[src/rtl/wb_block_copy_master.sv]
// Wishbone block-copy master: moves len words from src to dst through an 8-word buffer.
// Define WB_INCR_BURST_EN for incrementing bursts; default build issues classic cycles.
module wb_block_copy_master #(
    parameter int Dw     = 32,
    parameter int Aw     = 10,
    parameter int SELw   = Dw/8,
    parameter int CTIw   = 3,
    parameter int BTEw   = 2,
    parameter int BUF_Aw = 3,
    parameter int LENw   = Aw+1
) (
    input  logic            clk,
    input  logic            reset,
    input  logic            start,
    input  logic [Aw-1:0]   src_addr,
    input  logic [Aw-1:0]   dst_addr,
    input  logic [LENw-1:0] len,
    output logic            busy,
    output logic            done,
    output logic            error,
    output logic [Dw-1:0]   m_dat_o,
    output logic [SELw-1:0] m_sel_o,
    output logic [Aw-1:0]   m_addr_o,
    output logic [CTIw-1:0] m_cti_o,
    output logic [BTEw-1:0] m_bte_o,
    output logic            m_stb_o,
    output logic            m_cyc_o,
    output logic            m_we_o,
    input  logic [Dw-1:0]   m_dat_i,
    input  logic            m_ack_i,
    input  logic            m_err_i,
    input  logic            m_rty_i
);
    localparam int CHUNK_W = BUF_Aw + 1;
    localparam int BUF_DEPTH = 2**BUF_Aw;
    localparam logic [CHUNK_W-1:0] IDX_ONE    = CHUNK_W'(1);
    localparam logic [CHUNK_W-1:0] CHUNK_FULL = CHUNK_W'(BUF_DEPTH);
    localparam logic [LENw-1:0]    LEN_FULL   = LENw'(BUF_DEPTH);
    localparam logic [LENw-1:0]    REM_ONE    = LENw'(1);
    localparam logic [Aw-1:0]      A_ONE      = Aw'(1);

    typedef enum logic [1:0] {IDLE, READ, WRITE, DONE} state_t;

    state_t               state_q;
    logic [Aw-1:0]        rd_addr_q, wr_addr_q, addr_q;
    logic [LENw-1:0]      rem_q;
    logic [CHUNK_W-1:0]   idx_q, chunk_q;
    logic [Dw-1:0]        dat_q;
    logic [SELw-1:0]      sel_q;
    logic [CTIw-1:0]      cti_q;
    logic                 cyc_q, stb_q, we_q, busy_q, done_q, error_q;
    logic [Dw-1:0]        buf_mem [BUF_DEPTH];

    logic                 beat_err, beat_ack, last_beat, buf_we;
    logic [CHUNK_W-1:0]   idx_nxt;
    logic [CTIw-1:0]      launch_cti;

    function automatic logic [CHUNK_W-1:0] chunk_of(input logic [LENw-1:0] n);
        return (n > LEN_FULL) ? CHUNK_FULL : n[CHUNK_W-1:0];
    endfunction

`ifdef WB_INCR_BURST_EN
    localparam logic [CTIw-1:0] CTI_INCR = CTIw'(3'b010);
    localparam logic [CTIw-1:0] CTI_EOB  = CTIw'(3'b111);

    function automatic logic [CTIw-1:0] cti_for(input logic [CHUNK_W-1:0] idx,
                                                input logic [CHUNK_W-1:0] chunk);
        return (idx + IDX_ONE == chunk) ? CTI_EOB : CTI_INCR;
    endfunction

    assign launch_cti = cti_for(idx_q, chunk_q);
`else
    assign launch_cti = '0;
`endif

    // err wins over ack; rty leaves the beat pending so it is simply re-presented
    assign beat_err  = stb_q & m_err_i;
    assign beat_ack  = stb_q & ~m_err_i & ~m_rty_i & m_ack_i;
    assign idx_nxt   = idx_q + IDX_ONE;
    assign last_beat = (idx_nxt == chunk_q);
    assign buf_we    = (state_q == READ) & beat_ack;

    always_ff @(posedge clk) begin
        if (buf_we) buf_mem[idx_q[BUF_Aw-1:0]] <= m_dat_i;
    end

    always_ff @(posedge clk or negedge reset) begin
        if (!reset) begin
            state_q   <= IDLE;
            rd_addr_q <= '0;
            wr_addr_q <= '0;
            addr_q    <= '0;
            rem_q     <= '0;
            idx_q     <= '0;
            chunk_q   <= '0;
            dat_q     <= '0;
            sel_q     <= '0;
            cti_q     <= '0;
            cyc_q     <= 1'b0;
            stb_q     <= 1'b0;
            we_q      <= 1'b0;
            busy_q    <= 1'b0;
            done_q    <= 1'b0;
            error_q   <= 1'b0;
        end else begin
            done_q <= 1'b0;
            case (state_q)
                IDLE: begin
                    if (start) begin
                        rd_addr_q <= src_addr;
                        wr_addr_q <= dst_addr;
                        rem_q     <= len;
                        idx_q     <= '0;
                        chunk_q   <= chunk_of(len);
                        error_q   <= 1'b0;
                        busy_q    <= 1'b1;
                        if (len != '0) begin
                            state_q <= READ;
                        end else begin
                            state_q <= DONE;
                            done_q  <= 1'b1;
                        end
                    end
                end
                READ, WRITE: begin
                    if (!stb_q) begin
                        cyc_q  <= 1'b1;
                        stb_q  <= 1'b1;
                        sel_q  <= '1;
                        we_q   <= (state_q == WRITE);
                        addr_q <= (state_q == WRITE) ? wr_addr_q : rd_addr_q;
                        dat_q  <= (state_q == WRITE) ? buf_mem[idx_q[BUF_Aw-1:0]] : '0;
                        cti_q  <= launch_cti;
                    end else if (beat_err) begin
                        cyc_q   <= 1'b0;
                        stb_q   <= 1'b0;
                        we_q    <= 1'b0;
                        sel_q   <= '0;
                        cti_q   <= '0;
                        error_q <= 1'b1;
                        state_q <= DONE;
                        done_q  <= 1'b1;
                    end else if (beat_ack) begin
                        idx_q <= idx_nxt;
                        if (state_q == READ) begin
                            rd_addr_q <= rd_addr_q + A_ONE;
                        end else begin
                            wr_addr_q <= wr_addr_q + A_ONE;
                            rem_q     <= rem_q - REM_ONE;
                        end
                        if (last_beat) begin
                            // dropping cyc here yields the single idle cycle between phases
                            cyc_q <= 1'b0;
                            stb_q <= 1'b0;
                            we_q  <= 1'b0;
                            sel_q <= '0;
                            cti_q <= '0;
                            idx_q <= '0;
                            if (state_q == READ) begin
                                state_q <= WRITE;
                            end else if (rem_q == REM_ONE) begin
                                state_q <= DONE;
                                done_q  <= 1'b1;
                            end else begin
                                state_q <= READ;
                                chunk_q <= chunk_of(rem_q - REM_ONE);
                            end
                        end else begin
`ifdef WB_INCR_BURST_EN
                            addr_q <= addr_q + A_ONE;
                            dat_q  <= (state_q == WRITE) ? buf_mem[idx_nxt[BUF_Aw-1:0]] : '0;
                            cti_q  <= cti_for(idx_nxt, chunk_q);
`else
                            stb_q <= 1'b0;
`endif
                        end
                    end
                end
                DONE: begin
                    state_q <= IDLE;
                    busy_q  <= 1'b0;
                end
                default: state_q <= IDLE;
            endcase
        end
    end

    assign busy     = busy_q;
    assign done     = done_q;
    assign error    = error_q;
    assign m_dat_o  = dat_q;
    assign m_sel_o  = sel_q;
    assign m_addr_o = addr_q;
    assign m_cti_o  = cti_q;
    assign m_bte_o  = '0;
    assign m_stb_o  = stb_q;
    assign m_cyc_o  = cyc_q;
    assign m_we_o   = we_q;
endmodule
[config.mk]
export PLATFORM = sky130hd
export DESIGN_NAME = wb_block_copy_master
export DESIGN_NICKNAME = d
export VERILOG_FILES = /design/src/rtl/wb_block_copy_master.sv
export SDC_FILE = /design/constraint.sdc
export NUM_CORES = 1
export LEC_CHECK = 0
export ABC_AREA = 1
export CORE_ASPECT_RATIO = 1.4
export CORE_MARGIN = 10
export CORE_UTILIZATION = 55
export DETAILED_ROUTE_END_ITERATION = 7
export PLACE_DENSITY = 0.84
export SLEW_MARGIN = 10
export SYNTH_ARGS = -nofsm -noshare
export SYNTH_HDL_FRONTEND = slang
export SYNTH_SLANG_ARGS = --single-unit
[constraint.sdc]
create_clock -name clk -period 8.01 [get_ports clk]
set_input_delay 0.801 -clock clk [delete_from_list [all_inputs] [get_ports clk]]
set_output_delay 0.801 -clock clk [all_outputs]
set_load 0.1 [all_outputs]
==> impl_metrics.tcl, run 1 <==
set metrics [dict create \
    status "completed" \
    synth_cell_types 42 \
    wl_met2_um 17000 \
    slowest_delay_ps 940 \
    clk_latency_ps 560 \
    setup_violations 0 \
    clockRootBuffer "clkbuf_16" \
    via_count 10100 \
    path_class "reg -> reg" \
    grt_antenna_before_repair 0 \
    seqCellArea_mm2 0.00992 \
    route.layer.met1.wl_um 12500 \
    wl_met3_um 2450 \
    layout_common_cells "nor2_1, edfxtp_1, nand2_1" \
    syn2layout_area_growth_pct 17.1 \
    ys_warn_count 0 \
    drcViolationCount 0 \
    required_ps 8190 \
    dieArea_mm2 0.0331 \
    p_per_area_mw_per_mm2 414 \
    gr-usage-all-layers_pct 19.3 \
    num_antenna_cells 0 \
    start_util_pct 55.5 \
    grt_overflow 0 \
    grt_pass1_vias 10100 \
    detail_route.wl_per_cell_um 18.9 \
    layout_commonest_cell "nor2_1" \
    dieHeight_um 211 \
    numPortBuffers 120 \
    ctsResizeCount 0 \
    multi_input_comb_area_mm2 0.00397 \
    slowest_stage "nor2_4" \
    wl_um 32700 \
    cts.clk_slew.worst_paths_ps 70 \
    worstSetupEndpointType "flip-flop" \
    worstMarginPinSlew_ps 1150 \
    synth_edf_count 256 \
    rows 70 \
    synth_ff_type "edfxtp_1" \
    grt_pass1_wl_um 51200 \
    drive_gt1_share_pct 6.27 \
    h-tree-depth 1 \
    postSynthCellCount 1285 \
    min_path_type "in -> async" \
    ir_drop_uv 239 \
    grt_max_degree 82 \
    max_cap_viol_count 0 \
    ant_nets 0 \
    gp_congestion 0.889 \
    slew_viol_final 0 \
    core-area_mm2 0.0259 \
    cts_hold_buffers 0 \
    critPathBufInv 1 \
    drt_iter0_markers 848 \
    syn-cell-area_mm2 0.0144 \
    n_fill_cell 1897 \
    post-route-util_pct 64.9 \
    viasPerCell 5.86 \
    yosysSeqAreaShare_pct 68.9 \
    finalSetupTns_ps 0 \
    dieWidth_um 157 \
    cts_sinks 345 \
    highest_layer "met4" \
    slew_headroom_pct 23.3 \
    cts_tree "done" \
    fmax_mhz 319 \
    critPathMaxFanout 61 \
    cp_top_family "simple AND/OR/NAND/NOR gates" \
    period_needed_ps 3140 \
    num_io_pins 126 \
    cts_buffers 31 \
    cts_setup_buffers 0 \
    finalHoldViolations 0 \
    cp_cell_sequence "clkinv_2, nand2_1, nor2_4" \
    leakage_nw 6.15 \
    arrival_ps 3320 \
    first_pass_iters 6 \
    ctsLongestPathBuffers 3 \
    rsz0062_at_grt "false" \
    fin_skew_ps 9.39 \
    place_hpwl_um 19800 \
    synth_area_per_cell_um2 11.2 \
    fin_crit_sh_pct 39.2 \
    synthArstFlopShare_pct 25.8 \
    ys_ff_latch 345 \
    fin_nets 1457 \
    critPathLaunchType "flip-flop" \
]
## synthesized netlist by cell type, drive strengths merged (10+ instances only)
cell type  number  share of area [%]
nor2          279                7.4
edfxtp        256                 53
o21ai         174                6.1
nand2         157                4.2
dfrtp          89                 15
inv            57                1.5
clkbuf         41                1.1
a21oi          39                1.4
nand3          37                1.3
o22ai          33                1.4
buf            32                1.4
o32ai          32                1.9
ha             10               0.87
## registers in the layout, indices dropped and copies added, names as in the netlist, 2 cells and up
register and cells:
buf_mem 256, chunk_q 4, idx_q 4, m_addr_o 10
m_dat_o 32, rd_addr_q 10, rem_q 11, state_q 2
wr_addr_q 10
## through the flow
step	setup WS, ps	instances	total power [mW]	hold WS, ps	instance area (um2)
finish	4870	1727	6.97	70.1	16800
global route	4640	1727	7.33	75.6	16800
global placement	4730	1669	5.39	462	15800
floorplan	4700	1289	4.72	471	14400
detailed placement	4620	1669	5.46	460	15800
CTS	4800	1727	6.99	60.9	16800
## worst reg2reg max path, delay by kind of cell, from the launching register on
family	cells	cell delay (ps)
flops	1	700
buf+inv	1	610
simple gates	2	1380
## per-layer routing
layer	vias up	global-route usage, %
met2	426	34.3
li1	4704	-
met5	-	0
met4	0	7.34
met3	66	3.33
met1	4923	22.7
## path summary, 6_finish.rpt
check | from | endpoint | slack [ps] | cells past startpoint
max | idx_q[0]$_DFFE_PN0P_ | buf_mem[6][3]$_DFFE_PP_ | 4870 | 3
min | reset | m_dat_o[23]$_DFFE_PN0P_ | 70 | 1
max reg2reg | idx_q[0]$_DFFE_PN0P_ | buf_mem[6][3]$_DFFE_PP_ | 4870 | 3
min reg2reg | m_we_o$_DFFE_PN0P_ | m_we_o$_DFFE_PN0P_ | 480 | 2
max in group asynchronous | reset | idx_q[0]$_DFFE_PN0P_ | 6570 | 2
min in group clk | m_we_o$_DFFE_PN0P_ | m_we_o$_DFFE_PN0P_ | 480 | 2
## power by group
group	switching, mW	internal [mW]	total [mW]
combinational	2.28	0.797	3.07
clock	0.635	0.886	1.52
sequential	0.213	2.16	2.37
## kinds of logic (layout without fill, tap and decap cells)
| family | count (synthesis) | count (layout) | synth area share, % |
|---|---|---|---|
| xor gates and xnor gates | 9 | 9 | 0.548 |
| AOI/OAI and AO/OA | 297 | 297 | 11.9 |
| muxes | 1 | 1 | 0.0696 |
| and+or+nand+nor | 491 | 491 | 13.7 |
| other | 1 | 5 | 0.0261 |
| adders and majority gates | 10 | 10 | 0.870 |
| buffers and inverters | 131 | 245 | 3.99 |
| DFF | 345 | 345 | 68.9 |
## layout make-up
class / count / area share [%]
Sequential cell: 345 / 58.9
Clock buffer: 45 / 5.16
Tap cell: 324 / 2.41
Timing Repair Buffer: 129 / 7.52
Clock inverter: 13 / 1.12
Inverter: 58 / 1.30
Multi-Input combinational cell: 813 / 23.6
Power figures use the tool's default switching activity.
==> run 2: changes to the inputs <==
- clock period: 8.01 -> 2.89 ns (I/O delays scaled with it)
==> run 2 against run 1 <==
Against the previous run: first-iteration DRC count decreased by 8.7%; combinational power grew to 2.8 times the previous value; design area up 0.28%; highest routed layer unchanged; clock-buffer cell count decreased by 8; sequential cell count unchanged; non-clock buffer count rose by 29; register-to-register slack lost 4400 ps; wire length up 4.8%; via count rose by 1.6%; final cell count up 1.6%; sequential power grew to 2.8 times the previous value.
==> impl_metrics.tcl, run 2 (synthesized netlist as in run 1, its figures left out) <==
set metrics [dict create \
    status "completed" \
    fmax_mhz 420 \
    gr-usage-all-layers_pct 20.2 \
    drive_gt1_share_pct 11.6 \
    largest_register_ffs 256 \
    cts_setup_buffers 0 \
    fin_crit_sh_pct 82.5 \
    min_path_type "in -> reg" \
    post-route-util_pct 65.1 \
    critPathMaxFanout 24 \
    start_util_pct 55.5 \
    ir_drop_uv 810 \
    cts.clk_slew.worst_paths_ps 60 \
    syn2layout_area_growth_pct 17.4 \
    finalHoldViolations 0 \
    max_cap_viol_count 0 \
    cts_sinks 345 \
    layout_commonest_cell "nor2_1" \
    via_count 10300 \
    required_ps 3350 \
    slew_headroom_pct 32.0 \
    fin_skew_ps 8.89 \
    fin_nets 1486 \
    viasPerCell 5.86 \
    detail_route.wl_per_cell_um 19.5 \
    path_class "reg -> reg" \
    num_io_pins 126 \
    first_pass_iters 7 \
    period_needed_ps 2380 \
    clk_latency_ps 560 \
    ctsLongestPathBuffers 3 \
    fin_total_pwr_mw 19.3 \
    n_fill_cell 1865 \
    wl_um 34300 \
    ant_nets 0 \
    p_per_area_mw_per_mm2 1150 \
    core-area_mm2 0.0259 \
    rows 70 \
    dieHeight_um 211 \
    arrival_ps 2850 \
    whs_ps 299 \
    grt_antenna_before_repair 0 \
    clockRootBuffer "clkbuf_16" \
    h-tree-depth 1 \
    drt_iter0_markers 774 \
    dieArea_mm2 0.0331 \
    grt_overflow 0 \
    numPortBuffers 120 \
    slew_viol_final 0 \
    leakage_nw 6.37 \
    layout_common_cells "nor2_1, edfxtp_1, nand2_1" \
    grt_pass1_wl_um 53900 \
    finalSetupTns_ps 0 \
    place_hpwl_um 22100 \
    critPathLaunchType "flip-flop" \
    rsz0062_at_grt "false" \
    gp_congestion 0.938 \
    cts_tree "done" \
    placed_cell_area_mm2 0.0159 \
    grt_max_degree 75 \
    drcViolationCount 0 \
    reg2reg_setup_slack_ps 510 \
    dieWidth_um 157 \
    setup_violations 0 \
    worstSetupEndpointType "flip-flop" \
    grt_pass1_vias 10300 \
    worstMarginPinSlew_ps 1020 \
    design_area_mm2 0.0169 \
    cts_buffers 31 \
    num_antenna_cells 0 \
]
[run 2: changes by cell type in the layout (fill, tap and decap cells not counted), sizes merged]
cell / delta
buf: +80
clkbuf: -8
clkdlybuf4s50: -52
clkinv: +11
clkinvlp: -2
dlygate4sd3: +1
inv: -2
[run 2: timing repair]
action,in CTS,in global routing
resized for setup,0,0
hold endpoints to repair,72,0
hold buffers,1,0
[run 2: cell type report]
cell class	instances	area [um2]	share of cell area (%)
Inverter	58	219	1.30
Clock inverter	20	206	1.22
Clock buffer	37	808	4.79
Tap cell	324	405	2.40
Timing Repair Buffer	158	1360	8.03
Sequential cell	345	9920	58.8
Multi-Input combinational cell	813	3970	23.5
[run 2: layer usage]
layer | GRT usage [%] | part of all wire [%] | wire length [um] | vias to the layer above
met5 | 0 | 0 | 0 | -
met4 | 7.86 | 3.0 | 1010 | 0
met3 | 3.43 | 7.1 | 2420 | 72
met2 | 35.1 | 51 | 17400 | 461
met1 | 24.6 | 39 | 13400 | 4985
li1 | - | - | - | 4764
[run 2: critical path, cell delays in order (launching register included)]
cell	delay, ps
dfrtp_1	400
inv_1	80
ha_1	480
nor2_1	150
a21oi_1	180
nand3_2	230
inv_2	400
o21ai_0	150
a22oi_1	200
[run 2: path summary, 6_finish.rpt]
path / to / cells past startpoint / startpoint
min: rd_addr_q[2]$_DFFE_PN0P_ / 3 / src_addr[2]
max reg2reg: wr_addr_q[6]$_DFFE_PN0P_ / 8 / state_q[0]$_DFFE_PN0P_
min reg2reg: m_dat_o[23]$_DFFE_PN0P_ / 2 / m_dat_o[23]$_DFFE_PN0P_
max in group asynchronous: m_dat_o[29]$_DFFE_PN0P_ / 3 / reset
max: wr_addr_q[6]$_DFFE_PN0P_ / 8 / state_q[0]$_DFFE_PN0P_
min in group asynchronous: rem_q[7]$_DFFE_PN0P_ / 2 / reset
[run 2: per-stage QoR]
stage,worst slack (ps),instances
floorplan,-419,1289
global placement,618,1697
detailed placement,519,1697
CTS,540,1755
global route,302,1755
finish,507,1755
[run 2: report_power, final]
group          switching (mW)  internal [mW]  total [mW]
Combinational            6.44           2.21        8.65
Clock                    1.75           2.35        4.10
Sequential              0.610           5.99        6.60
Total                    8.80           10.5        19.3
==> run 3: changes to the inputs <==
- CORE_UTILIZATION: 55 -> 52
- PLACE_DENSITY: 0.84 -> 0.83
- clock period: 2.89 -> 2.1 ns (I/O delays scaled with it)
==> run 3 against run 2 <==
Against the previous run: utilization down 1.8 points; clock-buffer cell count increased by 9; clock skew up 21 ps; clock power up 47%; critical path type unchanged; largest power group unchanged.
==> impl_metrics.tcl, run 3 (synthesized netlist as in run 1, its figures left out) <==
set metrics [dict create \
    status "completed" \
    finalHoldViolations 0 \
    r2r_start "state_q[1]$_DFFE_PN0P_" \
    fmax_mhz 496 \
    worstMarginPinSlew_ps 513 \
    critPathLaunchType "flip-flop" \
    n_fill_cell 1993 \
    detail_route.wl_per_cell_um 20.2 \
    cts_sinks 345 \
    drive_gt1_share_pct 13.2 \
    fin_cells 1813 \
    grt_overflow 0 \
    layout_commonest_cell "nor2_1" \
    slew_headroom_pct 65.8 \
    seqCellArea_mm2 0.00992 \
    dieHeight_um 217 \
    grt_max_degree 131 \
    rows 72 \
    r2r_end "buf_mem[0][14]$_DFFE_PP_" \
    numPortBuffers 120 \
    drcViolationCount 0 \
    drt_iter0_markers 899 \
    num_antenna_cells 0 \
    cts_buffers 34 \
    fin_nets 1497 \
    dieWidth_um 161 \
    wl_um 36600 \
    viasPerCell 5.75 \
    h-tree-depth 2 \
    fin_skew_ps 29.6 \
    max_cap_viol_count 0 \
    reg2reg_setup_slack_ps 90 \
    worstSetupEndpointType "flip-flop" \
    clockRootBuffer "clkbuf_16" \
    critPathMaxFanout 32 \
    p_per_area_mw_per_mm2 1580 \
    placed_cells 1750 \
    num_io_pins 126 \
    start_util_pct 52.3 \
    arrival_ps 2210 \
    leakage_nw 6.53 \
    required_ps 2300 \
    core-area_mm2 0.0275 \
    fin_crit_sh_pct 95.9 \
    slew_viol_final 0 \
    period_needed_ps 2010 \
    largest_register_ffs 256 \
    multi_input_comb_area_mm2 0.00402 \
    gp_congestion 0.884 \
    grt_pass1_wl_um 56200 \
    syn2layout_area_growth_pct 21.1 \
    path_class "reg -> reg" \
    rr_worst_depth 7 \
    clk_latency_ps 520 \
    grt_pass1_vias 10400 \
    first_pass_iters 5 \
    setup_violations 0 \
    grt_antenna_before_repair 0 \
    via_count 10400 \
    finalSetupTns_ps 0 \
    post-route-util_pct 63.4 \
    layout_common_cells "nor2_1, edfxtp_1, nand2_1" \
    cts.clk_slew.worst_paths_ps 60 \
    min_path_type "in -> async" \
    gr-usage-all-layers_pct 20.2 \
    ant_nets 0 \
    ir_drop_uv 1100 \
    cts_tree "done" \
    place_hpwl_um 23700 \
    dieArea_mm2 0.0348 \
    ctsLongestPathBuffers 3 \
]
run 3: what timing repair did:
item | 4_1_cts | 5_1_grt
buffers inserted | 0 | 0
endpoints found under the hold margin | 35 | 0
hold buffers | 1 | 0
gates resized for setup | 2 | 9
setup endpoints to repair | 1 | 20
cloned | 0 | 1
run 3: area by class of cell:
| cell class | count | area share (%) |
|---|---|---|
| sequential | 345 | 57.0 |
| multi-input combinational | 813 | 23.1 |
| timing repair buffer | 166 | 9.64 |
| clock buffer | 46 | 5.38 |
| tap | 370 | 2.66 |
| inverter | 58 | 1.30 |
| clock inverter | 15 | 0.920 |
run 3: power by group:
part           internal (mW)  leakage (nW)  switching (mW)
clock network           3.52         0.533            2.52
registers               8.25          3.40           0.768
logic                   3.39          2.59            9.12
run 3: worst max path at each step:
stage	to	cells past startpoint	from
final	buf_mem[0][14]$_DFFE_PP_	7	state_q[1]$_DFFE_PN0P_
after global routing	state_q[1]$_DFFE_PN0P_	9	idx_q[0]$_DFFE_PN0P_
after floorplan	buf_mem[1][0]$_DFFE_PP_	6	m_stb_o$_DFFE_PN0N_
after CTS	chunk_q[2]$_DFFE_PN0P_	10	rem_q[1]$_DFFE_PN0P_
after global placement	buf_mem[1][2]$_DFFE_PP_	8	m_ack_i
after detailed placement	wr_addr_q[8]$_DFFE_PN0P_	8	state_q[0]$_DFFE_PN0P_
run 3: critical path, cell delays in order, from the launching register on:
cell,delay [ps]
dfrtp_1,400
inv_1,150
ha_2,280
inv_1,130
nor2_4,200
nand2_4,130
nor2_4,160
buf_12,230
run 3: stage by stage:
| step | setup slack, ps | area [um2] | total power [mW] | hold slack, ps |
|---|---|---|---|---|
| floorplan | 23.5 | 14500 | 18.1 | -85.6 |
| global placement | 94.8 | 16200 | 21.0 | 215 |
| detailed placement | -0.211 | 16200 | 21.3 | 216 |
| CTS | 60.5 | 17400 | 27.4 | 204 |
| global route | -2.12 | 17400 | 29.0 | 227 |
| finish | 85.8 | 17400 | 27.6 | 205 |
run 3: metal layers:
metal / GRT usage [%] / share of wire, % / wire length (um)
met3: 3.02 / 6.9 / 2540
met2: 36.5 / 53 / 19400
met4: 7.64 / 3.3 / 1200
met1: 23.8 / 37 / 13500
met5: 0 / 0 / 0
